### config.mk
export PLATFORM = sky130hd
export DESIGN_NAME = pipelined_mul_unit
export DESIGN_NICKNAME = d
export VERILOG_FILES = /design/src/rtl/mul_pkg.sv /design/src/rtl/mul_pipe_stage.sv /design/src/rtl/pipelined_mul_unit.sv
export SDC_FILE = /design/constraint.sdc
export NUM_CORES = 2
export LEC_CHECK = 0
export CAP_MARGIN = 30
export CORE_ASPECT_RATIO = 0.7
export CORE_MARGIN = 5
export CORE_UTILIZATION = 45
export CTS_BUF_LIST = sky130_fd_sc_hd__clkbuf_8
export DETAILED_ROUTE_END_ITERATION = 12
export PLACE_DENSITY = 0.57
export SLEW_MARGIN = 10
export SYNTH_ARGS = -nofsm -noshare
export SYNTH_HDL_FRONTEND = slang
export SYNTH_SLANG_ARGS = --single-unit
### constraint.sdc
create_clock -name clock -period 13 [get_ports clock]
set_input_delay 2.6 -clock clock [delete_from_list [all_inputs] [get_ports clock]]
set_output_delay 2.6 -clock clock [all_outputs]
set_load 0.05 [all_outputs]
### src/rtl/mul_pkg.sv
// Shared types for the EX-stage multiply unit: op encoding, depth limit and
// operand-extension rules.
package mul_pkg;

  localparam int unsigned MUL_MAX_STAGES = 8;

  typedef enum logic [1:0] {
    MUL_LO  = 2'b00,
    MUL_HSS = 2'b01,
    MUL_HSU = 2'b10,
    MUL_HUU = 2'b11
  } mul_op_t;

  // rs1 is treated as signed for MULH and MULHSU.
  function automatic logic mulSignA(input mul_op_t op);
    return (op == MUL_HSS) || (op == MUL_HSU);
  endfunction

  // rs2 is treated as signed for MULH only.
  function automatic logic mulSignB(input mul_op_t op);
    return (op == MUL_HSS);
  endfunction

endpackage

### src/rtl/mul_pipe_stage.sv
// One multiply pipeline register: valid bit plus payload, held on stall,
// valid cleared on flush.
module mul_pipe_stage #(
  parameter type T = logic
) (
  input  logic clock,
  input  logic reset,
  input  logic stall,
  input  logic flush,
  input  logic inValid,
  input  T     inData,
  output logic outValid,
  output T     outData
);

  // Flush only kills the valid bit; the payload is don't-care once invalid.
  always_ff @(posedge clock or posedge reset) begin
    if (reset) begin
      outValid <= 1'b0;
      outData  <= '0;
    end else if (flush) begin
      outValid <= 1'b0;
    end else if (!stall) begin
      outValid <= inValid;
      if (inValid) begin
        outData <= inData;
      end
    end
  end

endmodule

### src/rtl/pipelined_mul_unit.sv
// RV32M multiply unit for EX: MUL/MULH/MULHSU/MULHU over a STAGES-deep pipe,
// honouring the global stall and branch/exception flush.
module pipelined_mul_unit
  import mul_pkg::*;
#(
  parameter int unsigned XLEN      = 32,
  parameter int unsigned STAGES    = 3,
  parameter int unsigned TAG_W     = 5,
  parameter int unsigned PIPELINED = 1
) (
  input  logic             clock,
  input  logic             reset,
  input  logic             in_valid,
  output logic             in_ready,
  input  logic [1:0]       in_op,
  input  logic [XLEN-1:0]  in_a,
  input  logic [XLEN-1:0]  in_b,
  input  logic [TAG_W-1:0] in_tag,
  input  logic             stall,
  input  logic             flush,
  output logic             out_valid,
  output logic [XLEN-1:0]  out_result,
  output logic [TAG_W-1:0] out_tag,
  output logic             busy
);

  localparam int unsigned PW = 2 * XLEN + 2;

  // Sized from the module parameters, so it lives here rather than in the
  // package. data is {a_ext, b_ext} in stage 1 and the product afterwards;
  // both are PW bits wide.
  typedef struct packed {
    mul_op_t          op;
    logic [TAG_W-1:0] tag;
    logic [PW-1:0]    data;
  } mul_stage_t;

  mul_stage_t        stageQ [STAGES];
  logic [STAGES-1:0] stageValid;
  mul_stage_t        issueData;
  mul_op_t           inOp;
  logic              accept;
  logic [XLEN:0]     aExt;
  logic [XLEN:0]     bExt;
  logic signed [PW-1:0] opA;
  logic signed [PW-1:0] opB;
  logic signed [PW-1:0] product;
  logic [PW-1:0]     lastData;
  logic              unusedTop;

  assign busy      = |stageValid;
  assign in_ready  = !reset && !stall && !flush && ((PIPELINED != 0) || !busy);
  assign accept    = in_valid && in_ready;
  assign inOp      = mul_op_t'(in_op);
  assign out_valid = stageValid[STAGES-1];
  assign out_tag   = stageQ[STAGES-1].tag;

  always_comb begin
    aExt      = {mulSignA(inOp) & in_a[XLEN-1], in_a};
    bExt      = {mulSignB(inOp) & in_b[XLEN-1], in_b};
    issueData = '{op: inOp, tag: in_tag, data: {aExt, bExt}};
  end

  // The PW-bit product of two sign-extended XLEN+1 operands is exact, so a
  // plain truncating multiply at PW width is sufficient.
  always_comb begin
    opA      = PW'($signed(stageQ[0].data[PW-1:XLEN+1]));
    opB      = PW'($signed(stageQ[0].data[XLEN:0]));
    product  = opA * opB;
    lastData = (STAGES == 1) ? product : stageQ[STAGES-1].data;
    if (stageQ[STAGES-1].op == MUL_LO) begin
      out_result = lastData[XLEN-1:0];
    end else begin
      out_result = lastData[2*XLEN-1:XLEN];
    end
  end

  assign unusedTop = ^lastData[PW-1:2*XLEN];

  for (genvar i = 0; i < STAGES; i++) begin : gStage
    mul_stage_t dIn;
    logic       vIn;

    if (i == 0) begin : gIssue
      assign vIn = accept;
      assign dIn = issueData;
    end else if (i == 1) begin : gProduct
      assign vIn = stageValid[0];
      assign dIn = '{op: stageQ[0].op, tag: stageQ[0].tag, data: product};
    end else begin : gCarry
      assign vIn = stageValid[i-1];
      assign dIn = stageQ[i-1];
    end

    mul_pipe_stage #(
      .T(mul_stage_t)
    ) uStage (
      .clock   (clock),
      .reset   (reset),
      .stall   (stall),
      .flush   (flush),
      .inValid (vIn),
      .inData  (dIn),
      .outValid(stageValid[i]),
      .outData (stageQ[i])
    );
  end

endmodule

## Yosys cells after proc, flatten, opt, wreduce, memory -nomap -nowiden

Index checks and enable logic that the tools add are counted.

| word-level totals | value |
|---|---|
| register bits after elaboration | 218 |
| input bits | 76 |
| output and inout bits | 40 |
| word-level logic and storage cells | 39 |

| cells by class | value |
|---|---|
| multiply operators | 1 |
| equality and inequality tests | 3 |
| multiplexer cells | 7 |
| bitwise operators | 4 |
| reductions and logical operators | 12 |

Operators with widths:

| kind | count |
|---|---|
| 33-bit by 33-bit multiplier with 64-bit output | 1 |
| 32-bit 2-to-1 mux | 1 |
| 3-bit AND reduction | 3 |
| 1-bit 2-to-1 mux | 6 |
| 1-bit logical AND | 3 |
| 1-bit zero test | 3 |
| 3-bit OR reduction | 1 |
| 1-bit bitwise AND | 2 |
| 2-bit by 1-bit equality test with 1-bit output, second input constant | 1 |
| 2-bit equality test, second input constant | 1 |
| 2-bit zero test | 1 |
| 2-bit by 1-bit inequality test with 1-bit output, second input constant | 1 |
| 1-bit NOT | 2 |
| 1-bit logical OR | 1 |

## Longest topological paths before layout

| logic depth | value |
|---|---|
| depth in word-level cells | 6 |
| mapped depth | 29 |
| mapped depth without buffers | 27 |

## Cells and area by module

From an unflattened synthesis, not the netlist that was laid out.

| second synthesis, totals | value |
|---|---|
| cell total of the unflattened synthesis | 4744 |
| area total of the unflattened synthesis | 48721.7 sq um |

By module, submodules not included:

| module | times used | cells each | area each (sq um) | sequential area each (sq um) |
|---|---|---|---|---|
| pipelined_mul_unit | 1 | 4267 | 39367.8 | 0.0 |
| mul_pipe_stage | 3 | 159 | 3118.0 | 1851.8 |

## Least setup slack after synthesis

Ideal clock, no wire load.

| timing | value |
|---|---|
| path kind | register to register |
| start point | reg gStage[0].uStage.outData[65] in the netlist's numbering |
| end point | reg gStage[1].uStage.outData[60] in the netlist's numbering |
| library setup time | 126 ps |
| arrival time | 7722 ps |
| data required time | 12874 ps |
| path slack | 5152 ps |
| stages on the path, launching flop included | 26 |
| path buffers | 1 |
| clock period less this slack | 7848 ps |
| cell sequence | dfrtp_1 > clkbuf_1 > nand2_1 > inv_1 > fa_1 > fa_1 > fa_1 > inv_1 > fa_1 > inv_1 > fa_1 > fa_1 > fa_1 > inv_1 > fa_1 > inv_1 > ha_1 > a21o_1 > a21o_1 > a21o_1 > a21oi_1 > nor2b_1 > o21ai_0 > a21boi_0 > a211o_1 > a221o_1 |

| on the way | value |
|---|---|
| word-level cells in the longest chain between the ends | 1 |

RTL lines:

| item | RTL line | RTL |
|---|---|---|
| start: declaration | mul_pipe_stage.sv:13 | `output T outData` |
| start signal: assignment | mul_pipe_stage.sv:26 | `outData <= inData;` |
| 33-bit by 33-bit multiplier with 64-bit output | pipelined_mul_unit.sv:69 | `product = opA * opB;` |
| end signal: assignment | mul_pipe_stage.sv:26 |  |
| end: declaration | mul_pipe_stage.sv:13 |  |

Every way passes these cells.
A chain may end at the register's enable or synchronous reset.

## Worst setup path in the final report

| timing | value |
|---|---|
| start point | reg gStage[0].uStage.outData[1] in the netlist's numbering |
| end point | reg gStage[1].uStage.outData[63] in the netlist's numbering |

The elaborated chain is that of the path after synthesis.

==> results.cfg <==
[critical_path]
setup.worst_path.class = reg -> reg
crit_path_start = gStage[0].uStage.outData[1]
r2r_start = gStage[0].uStage.outData[1]
cp.arrival_ns = 9.53
required_ns = 13.51
crit_path_end_kind = flip-flop
worstPathMaxFanout = 34
crit_path_start_kind = flip-flop

[timing]
tightest_slew_ns = 0.968
clock_skew_ns = 0.0910
rsz0062_at_grt = no
hold_violations = 0
holdWs_ns = 0.429
finalCritPeriodShare = 0.693
setup_viol = 0
max_freq_mhz = 111
fin_crit_ns = 9.01
slew_headroom = 0.354
slew_violations = 0
fin_tns_setup_ns = 0

[layout]
fin_cells = 6241
multiInputGateArea_sq_um = 36200
layout.nets = 6270
regArea_sq_um = 5480
drive_above_1_share = 0.0581
fillers = 9719
area_growth_pct = 7.35

[clock_network]
htree_levels = 2
cts_root_buffer = clkbuf_8
cts_tree = built
cts_buffer_depth = 3
hold_buffers = 0
cts_setup_buffers = 0
post_cts_resize_count = 0
clkSinkCount = 218
clk_latency_ns = 0.71
clkTransAtPathRegs_ns = 0.07
cts_made_buffers = 41

[route]
routed_wl_um = 130000
routedWlPerCell_um = 20.8
vias_per_cell = 5.11
dr.first_iter.drc_count = 2312
via_count = 31900
drtAntennaViolNets = 0
first_pass_iters = 5
drc = 0

[logic_synthesis]
ys_types = 69
yosysMostFrequentCell = fa_1
synth_area_sq_um = 46700
synth_ff_type = dfrtp_1
yosys.area.top_type = fa_1
synth_top_area_frac = 0.482
synth-compound-area-share = 0.0381
synth-edff-count = 0
ys_ff_latch = 218
muxShareOfSynthArea = 0.0252
synth_top_family_by_area = adder cells
synth_seq_area_share = 0.117
yosysWarnings = 0
synthAdderAreaFrac = 0.539
yosys-top-cells-count = fa_1, inv_1, nand2_1
syn_nets = 6313
async_reset_ff_frac = 1.00
yosys.area_share.simple = 0.158
yosys.area_share.xor_xnor = 0.0135
synth.top_cells.by_area = fa_1, dfrtp_1, inv_1, and2_1, nand2_1
syn_inst = 4899
avgSynthCellArea_sq_um = 9.54

[floorplanning]
coreArea_sq_um = 103000
dieArea_sq_um = 111000
initial_core_util = 0.455
io-pin-count = 116
die_h_um = 280
die_w_um = 395
rows = 98

[run]
maxCapViolCount = 0

[placement]
routabilityCongestion = 0.892
hpwl_um = 103000
io_buffers = 115
place_inst = 6159

[hold_path]
min_path_type = reg -> reg
hp-start = gStage[0].uStage.outData[70]

[run_status]
status = complete, no violations

[global_route]
antenna_found_initial = 4
grt_use_total = 0.246
grt_pass1_vias = 35100
grt_first_pass_wirelength_um = 211000
grt_max_degree = 109
grt.overflow.total = 0
==> cells by family (layout without fill, tap and decap cells) <==
family          after synthesis  after routing
compound gates              263            263
xor+xnor                     72             72
fa+ha+maj                  1338           1338
buf+inv                    1360           1350
flops                       218            218
mux                         105            105
other cells                   0              2
simple gates               1543           1543
==> cells in the final DEF, fill, tap and decap left out, types with 5 or more instances in the layout <==
cell type        synthesis  final
fa_1                  1125   1125
mux2_2                 103    103
and4_1                   5      5
nand4_1                  6      6
ha_1                   213    213
a211oi_1                 9      9
o21ai_0                 78     78
clkdlybuf4s50_1          0    115
xor2_1                  21     21
o21bai_1                 8      8
nor3_1                   9      9
dfrtp_1                218    201
o21ai_1                  9      9
buf_4                    5     57
nand2b_1                16     16
xnor2_1                 51     51
nand2_1                860    858
o211ai_1                10     10
a31oi_1                  7      7
o21a_1                   6      6
nand3_1                 13     13
nor3b_1                  5      5
dfrtp_2                  0     17
inv_1                 1095   1101
a21o_1                  38     38
clkbuf_8                 0     52
buf_16                   0      5
and3_1                  10     10
or3_1                    5      5
nor2_1                  52     51
a21oi_1                 52     52
and2_1                 544    542
nor2b_1                  6      6
==> metrics by stage <==
stage | worst slack [ns] | util | cell area (sq um)
2_1_floorplan | 4.44 | - | 46700
3_3_place_gp | 4.09 | 0.478 | 49000
3_5_place_dp | 4.00 | 0.479 | 49100
4_1_cts | 3.86 | 0.488 | 50100
5_1_grt | 3.35 | 0.489 | 50200
6_report | 3.99 | 0.489 | 50200
==> sequential cells by signal, summed over array words and instances (netlist names) <==
name                    cells
gStage.uStage.outData     215
gStage.uStage.outValid      3
==> cell type report <==
class                   count  area share
multi-input cells        3321       0.721
flip-flops and latches    218       0.109
inverters                1095      0.0821
repair buffers            179      0.0348
well taps                1350      0.0337
clock buffers              52      0.0143
clock inverters            24     0.00496
diodes                      2   0.0000997
==> final timing paths <==
| check | to | slack [ns] | cells past startpoint |
|---|---|---|---|
| worst max-delay path | gStage[1].uStage.outData[63] | 3.99 | 23 |
| worst min-delay path | gStage[1].uStage.outData[70] | 0.43 | 2 |
| worst max register to register | gStage[1].uStage.outData[63] | 3.99 | 23 |
| worst min register to register | gStage[1].uStage.outData[70] | 0.43 | 2 |
| max in group asynchronous | gStage[0].uStage.outData[17] | 8.46 | 5 |
| min in group asynchronous | gStage[0].uStage.outData[3] | 2.50 | 2 |
==> metal layers <==
metal | global-route usage | vias to the layer above | part of all wire
met1 | 0.380 | 16800 | 0.49
met2 | 0.368 | 916 | 0.42
met3 | 0.0486 | 117 | 0.075
met4 | 0.0381 | 4 | 0.015
met5 | 0 | - | 0.00011
li1 | - | 14100 | -
==> critical path, stage by stage, from the launching register on <==
cell,delay (ns)
dfrtp_1,0.93
and2_1,0.31
fa_1,0.53
fa_1,0.57
fa_1,0.86
inv_1,0.23
fa_1,0.97
fa_1,0.51
inv_1,0.08
fa_1,0.41
fa_1,0.50
inv_1,0.05
fa_1,0.47
inv_1,0.04
ha_1,0.38
inv_1,0.18
o21ai_0,0.13
or2_2,0.29
o221a_2,0.24
a211oi_1,0.55
o211a_1,0.27
o31ai_1,0.09
xnor2_1,0.16
o21ai_1,0.07
Power is left out: the tool's default activity adds up to more than one toggle a clock period on the data nets, which glitch-free logic cannot reach.
